### config.mk
export PLATFORM = sky130hd
export DESIGN_NAME = kv_initiator
export DESIGN_NICKNAME = d
export VERILOG_FILES = /design/src/rtl/kvi_pkg.sv /design/src/rtl/kvi_timeout_ctr.sv /design/src/rtl/kv_initiator.sv
export SDC_FILE = /design/constraint.sdc
export NUM_CORES = 1
export LEC_CHECK = 0
export CORE_MARGIN = 2
export CORE_UTILIZATION = 44
export DETAILED_ROUTE_END_ITERATION = 10
export GPL_ROUTABILITY_DRIVEN = 0
export PLACE_DENSITY_LB_ADDON = 0.1
export SLEW_MARGIN = 20
export SYNTH_ARGS = -nofsm -noshare
export SYNTH_HDL_FRONTEND = slang
export SYNTH_HIERARCHICAL = 1
export SYNTH_SLANG_ARGS = --single-unit
### constraint.sdc
create_clock -name sys_clk -period 4.2 [get_ports sys_clk]
set_input_delay 1.26 -clock sys_clk [delete_from_list [all_inputs] [get_ports sys_clk]]
set_output_delay 1.26 -clock sys_clk [all_outputs]
set_load 0.005 [all_outputs]
### src/rtl/kvi_pkg.sv
// kv_initiator shared types: op/status/state encodings and width default.
// Optional timeout/abort is compiled in with KVI_TIMEOUT_EN.
package kvi_pkg;

  localparam int KW_DEF = 7;

  typedef enum logic [1:0] {
    OP_WRITE_KV   = 2'd0,
    OP_LOOKUP_KEY = 2'd1,
    OP_LOOKUP_VAL = 2'd2,
    OP_READ_IDX   = 2'd3
  } op_e;

  typedef enum logic [1:0] {
    ST_OK      = 2'd0,
    ST_DUP     = 2'd1,
    ST_TIMEOUT = 2'd2,
    ST_BADARG  = 2'd3
  } status_e;

  typedef enum logic [2:0] {
    S_IDLE,
    S_REQ,
    S_RELEASE,
    S_ABORT,
    S_RESP
  } state_e;

endpackage

### src/rtl/kvi_timeout_ctr.sv
// Saturating cycle counter; expired flags the cycle that reaches LIMIT.
// Only instantiated when KVI_TIMEOUT_EN is defined.
module kvi_timeout_ctr #(
  parameter int LIMIT = 32,
  localparam int CW = $clog2(LIMIT + 1)
) (
  input  logic sys_clk,
  input  logic sys_rst,
  input  logic clear,
  input  logic enable,
  output logic expired
);

  logic [CW-1:0] cnt;

  always_ff @(posedge sys_clk or posedge sys_rst) begin
    if (sys_rst) begin
      cnt <= '0;
    end else if (clear) begin
      cnt <= '0;
    end else if (enable && cnt != CW'(LIMIT)) begin
      cnt <= cnt + 1'b1;
    end
  end

  // fires on the enabled cycle whose count completes LIMIT
  assign expired = enable && (cnt >= CW'(LIMIT - 1));

endmodule

### src/rtl/kv_initiator.sv
// Host-to-store bus initiator: one strobe/ack transaction per command.
// Define KVI_TIMEOUT_EN to enable the REQ/RELEASE timeout and abort.
module kv_initiator
  import kvi_pkg::*;
#(
  parameter int KW             = KW_DEF,
  parameter int TIMEOUT_CYCLES = 32
) (
  input  logic          sys_clk,
  input  logic          sys_rst,
  input  logic          cmd_valid,
  output logic          cmd_ready,
  input  logic [1:0]    cmd_op,
  input  logic [KW-1:0] cmd_key,
  input  logic [KW-1:0] cmd_val,
  output logic          rsp_valid,
  input  logic          rsp_ready,
  output logic [KW-1:0] rsp_data,
  output logic [1:0]    rsp_status,
  output logic          wb_cyc,
  output logic          wb_stb,
  output logic          wb_we,
  output logic [3:0]    wb_sel,
  output logic [KW-1:0] wb_adr,
  output logic [KW-1:0] wb_dat,
  output logic          wb_adr_is_key,
  output logic          wb_dat_is_key,
  output logic          wb_abort,
  input  logic          wb_ack,
  input  logic          wb_dup,
  input  logic          wb_stall,
  input  logic [KW-1:0] wb_dat_i
);

  state_e        state, state_n;
  op_e           op;
  logic          bad_arg;
  logic          tmo_hit;
  logic          cyc_n, stb_n, we_n, aik_n, dik_n, abort_n;
  logic [KW-1:0] adr_n, dat_n, rdata_n;
  logic          rvalid_n;
  logic [1:0]    rstat_n;

  assign op        = op_e'(cmd_op);
  assign cmd_ready = (state == S_IDLE);
  assign wb_sel    = 4'hF;

  assign bad_arg = (op == OP_LOOKUP_VAL && cmd_val == '0) ||
                   (op == OP_READ_IDX   && cmd_key == '0);

`ifdef KVI_TIMEOUT_EN
  kvi_timeout_ctr #(
    .LIMIT (TIMEOUT_CYCLES)
  ) u_tmo (
    .sys_clk (sys_clk),
    .sys_rst (sys_rst),
    .clear   (state == S_IDLE && cmd_valid),
    .enable  ((state == S_REQ || state == S_RELEASE) && !wb_stall),
    .expired (tmo_hit)
  );
`else
  localparam int unused_tmo_cycles = TIMEOUT_CYCLES;
  logic unused_stall;
  assign unused_stall = wb_stall;
  assign tmo_hit      = 1'b0;
`endif

  always_ff @(posedge sys_clk or posedge sys_rst) begin
    if (sys_rst) begin
      state         <= S_IDLE;
      wb_cyc        <= 1'b0;
      wb_stb        <= 1'b0;
      wb_we         <= 1'b0;
      wb_adr        <= '0;
      wb_dat        <= '0;
      wb_adr_is_key <= 1'b0;
      wb_dat_is_key <= 1'b0;
      wb_abort      <= 1'b0;
      rsp_valid     <= 1'b0;
      rsp_data      <= '0;
      rsp_status    <= ST_OK;
    end else begin
      state         <= state_n;
      wb_cyc        <= cyc_n;
      wb_stb        <= stb_n;
      wb_we         <= we_n;
      wb_adr        <= adr_n;
      wb_dat        <= dat_n;
      wb_adr_is_key <= aik_n;
      wb_dat_is_key <= dik_n;
      wb_abort      <= abort_n;
      rsp_valid     <= rvalid_n;
      rsp_data      <= rdata_n;
      rsp_status    <= rstat_n;
    end
  end

  always_comb begin
    state_n  = state;
    cyc_n    = wb_cyc;
    stb_n    = wb_stb;
    we_n     = wb_we;
    adr_n    = wb_adr;
    dat_n    = wb_dat;
    aik_n    = wb_adr_is_key;
    dik_n    = wb_dat_is_key;
    abort_n  = 1'b0;
    rvalid_n = rsp_valid;
    rdata_n  = rsp_data;
    rstat_n  = rsp_status;
    unique case (state)
      S_IDLE: begin
        if (cmd_valid && bad_arg) begin
          state_n  = S_RESP;
          rvalid_n = 1'b1;
          rdata_n  = '0;
          rstat_n  = ST_BADARG;
        end else if (cmd_valid) begin
          state_n = S_REQ;
          cyc_n   = 1'b1;
          stb_n   = 1'b1;
          we_n    = (op == OP_WRITE_KV);
          dik_n   = 1'b0;
          unique case (op)
            OP_WRITE_KV: begin
              adr_n = cmd_key;
              dat_n = cmd_val;
              aik_n = 1'b1;
            end
            OP_LOOKUP_KEY: begin
              adr_n = cmd_key;
              dat_n = '0;
              aik_n = 1'b1;
            end
            OP_LOOKUP_VAL: begin
              adr_n = '0;
              dat_n = cmd_val;
              aik_n = 1'b0;
            end
            default: begin
              adr_n = cmd_key;
              dat_n = '0;
              aik_n = 1'b0;
            end
          endcase
        end
      end
      S_REQ: begin
        if (wb_ack) begin
          state_n = S_RELEASE;
          cyc_n   = 1'b0;
          stb_n   = 1'b0;
          rdata_n = wb_dat_i;
          rstat_n = wb_dup ? ST_DUP : ST_OK;
        end else if (tmo_hit) begin
          state_n = S_ABORT;
          cyc_n   = 1'b0;
          stb_n   = 1'b0;
          abort_n = 1'b1;
          rdata_n = '0;
          rstat_n = ST_TIMEOUT;
        end
      end
      S_ABORT: begin
        state_n = S_RELEASE;
      end
      S_RELEASE: begin
        // never hand back to IDLE while the responder still acks
        if (!wb_ack) begin
          state_n  = S_RESP;
          rvalid_n = 1'b1;
        end else if (tmo_hit) begin
          state_n  = S_RESP;
          rvalid_n = 1'b1;
          rdata_n  = '0;
          rstat_n  = ST_TIMEOUT;
        end
      end
      S_RESP: begin
        if (rsp_ready) begin
          state_n  = S_IDLE;
          rvalid_n = 1'b0;
        end
      end
      default: begin
        state_n = S_IDLE;
      end
    endcase
  end

endmodule

==> metrics <==
outcome finished, final reports clean; CTS max path bufs 2; Required @ worst endpoint 2.94 ns; largest family of logic cells by synthesized area compound AO/OA/AOI/OAI gates; die footprint 3630 sq um; P per Cell Area 626 nW/um^2; largest net degree at the start of global routing 31; Starting Density 0.460; worst hold endpoint wb_adr_is_key; final WL 3.06 mm; Primary FF master, synth dfrtp_1; worst hold stages 2; routed vias 1,153; grt ovf 0; Relative slew margins 0.590; CP Data Arrival Time 1.76 ns; total track usage 0.186; Setup Skew 0.00221 ns; Core Area 3030 sq um; Fmax achieved 332 MHz; reg2reg setup slack 2.06 ns; drc violations 0; post-synthesis compound-gate area fraction 0.204; Synth Area in XOR/XNOR 0; clock sinks 30; Synth top area share 0.539; Max Slew Vio Count 0; adder-cell area share of the yosys netlist 0; mapped cell area 1390 sq um; TNS Setup 0 ns; worst IR drop on VDD 0.000339 V; Worst Tran Pin Value 0.614 ns; worst hold path class register to register; Tmin final 3.02 ns; top cells by area, synth dfrtp_1, a22o_1, buf_4; Routed wire per std cell 13.2 um; Worst Min Path Start wb_adr_is_key; sequential fraction of the synthesis area 0.539; CTS-repair resized insts 0; Ports 65; Total Power 0.00124 W; final setup vio count 0; Worst-Skew Late Latency 0.32 ns; die span in y 60.3 um; first-pass GRT wire length 4.88 mm; CTS tree done; Port-buffer cells 57; Yosys reg bits 30; dpl hpwl 2.26 mm; multiplexer share of the synthesized area 0; Final nets 216; synthesis-to-layout area growth 42.8%; Setup crit start kind register; Synth Instances 130; critical path cell sequence nor3_2 -> clkdlybuf4s50_1; htree depth 2; Clock Root Buffer clkbuf_4; antenna-violating nets left 0; # rows 20; post-synthesis cell type count 33; list of most frequent post-synthesis cells dfrtp_1, a22o_1, nand2_1; Ant. Diodes 0; CP Capture Type output pin; Post-CTS Hold Buffers 0; fin crit share 0.718; crit-path max FO 14; Pre-antenna DRT Iters 4; endpoints failing hold 0; setup bufs post-CTS 0; Die X 60.3 um; vias in the first global route 1,064; worst reg-to-reg path cell count 4; crit path kind register to output pin; share of post-route cells with drive strength above 1 0.0856; reg-to-reg endpoint wb_adr[0]; max-cap violation count 0; EDFF count, synth 0; Num CTS Buffers 5; Clock transition at path regs 0.09 ns; delay of the slowest cell on the worst path 0.56 ns; RSZ-0062 raised after global routing no; Async SR Flop Fraction 1.00; drt initial violations 50; most frequent cell after synthesis dfrtp_1; Avg Inst Size Synth 10.7 sq um; initial antenna violation count 0; P_leak 0.870 nW; Simple-Gate Fraction of Synth Area 0.152; Slowest cell on crit path clkdlybuf4s50_1; dominant cell type by area after synthesis dfrtp_1; # fillers 256; Reg-to-Reg Start state[0]; vias per cell 4.99; Synthesis Warnings 6
==> per-layer routing <==
metal | GRT usage | part of all wire | vias up | wire length, um
met5 | 0 | 0 | - | 0
met4 | 0.0667 | 0.014 | 0 | 43
met3 | 0.0693 | 0.083 | 5 | 255
met2 | 0.275 | 0.47 | 45 | 1440
met1 | 0.251 | 0.43 | 542 | 1320
li1 | - | - | 561 | -
==> how the worst max path moves through the flow <==
stage,slack [ns],to,startpoint
5_1_grt,1.05,state[0],cmd_key[0]
2_1_floorplan,1.53,rsp_data[0],cmd_key[0]
3_5_place_dp,0.80,state[0],cmd_key[0]
6_report,1.18,cmd_ready,state[0]
4_1_cts,1.15,cmd_ready,state[0]
3_3_place_gp,0.83,state[0],cmd_key[0]
==> critical path: cells and delay by family, from the launching register on <==
kind                   cells  cell delay [ns]
AND/OR/NAND/NOR            1             0.33
buffers and inverters      1             0.56
flip-flops                 1             0.54
==> cells in the final DEF (no fill, tap or decap), drive strengths merged, types with 2 or more instances in the layout <==
| master | synthesis | layout |
|---|---|---|
| a211oi | 2 | 2 |
| inv | 9 | 9 |
| nor2 | 6 | 6 |
| nand2 | 14 | 14 |
| clkdlybuf4s50 | 0 | 57 |
| a22o | 17 | 17 |
| o21ai | 10 | 10 |
| nand3 | 4 | 4 |
| dfrtp | 30 | 30 |
| nor2b | 2 | 2 |
| conb | 2 | 6 |
| and3 | 2 | 2 |
| clkbuf | 1 | 7 |
| a21oi | 5 | 5 |
| nor3 | 2 | 2 |
| nor4 | 2 | 2 |
==> sequential cells by signal (all words and copies together) (netlist names) <==
register and cells:
rsp_status 2, rsp_valid 1, state 3, wb_dat 7
wb_adr_is_key 1, rsp_data 7, wb_we 1, wb_stb 1
wb_adr 7
==> cell type report <==
cell class / count / area (sq um) / share of cell area
Sequential cell: 30 / 751 / 0.378
Timing Repair Buffer: 57 / 571 / 0.287
Multi-Input combinational cell: 83 / 518 / 0.261
Clock buffer: 7 / 55.1 / 0.0277
Tap cell: 44 / 55.1 / 0.0277
Inverter: 9 / 33.8 / 0.0170
Clock inverter: 1 / 5.00 / 0.00252
==> per-stage QoR <==
stage / cells / util / worst slack, ns / hold WS [ns] / instance area [sq um]
after floorplan: 134 / - / 1.53 / 0.470 / 1410
after global routing: 231 / 0.657 / 1.05 / 0.527 / 1990
final: 231 / 0.657 / 1.18 / 0.501 / 1990
after global placement: 223 / 0.637 / 0.827 / 0.466 / 1930
after detailed placement: 223 / 0.637 / 0.805 / 0.486 / 1930
after CTS: 231 / 0.657 / 1.15 / 0.506 / 1990
==> power by group <==
group | total, W | leakage (nW) | internal (W) | switching, W
sequential | 0.000513 | 0.382 | 0.000413 | 0.0000992
combinational | 0.000555 | 0.453 | 0.000348 | 0.000206
clock | 0.000177 | 0.0353 | 0.0000810 | 0.0000956
total | 0.00124 | 0.870 | 0.000843 | 0.000401
==> cell families after synthesis <==
family | Yosys count
DFF | 30
other | 2
buffers and inverters | 21
and+or+nand+nor | 38
AOI/OAI and AO/OA | 39
Note: power is estimated with default switching activity, not from simulation.
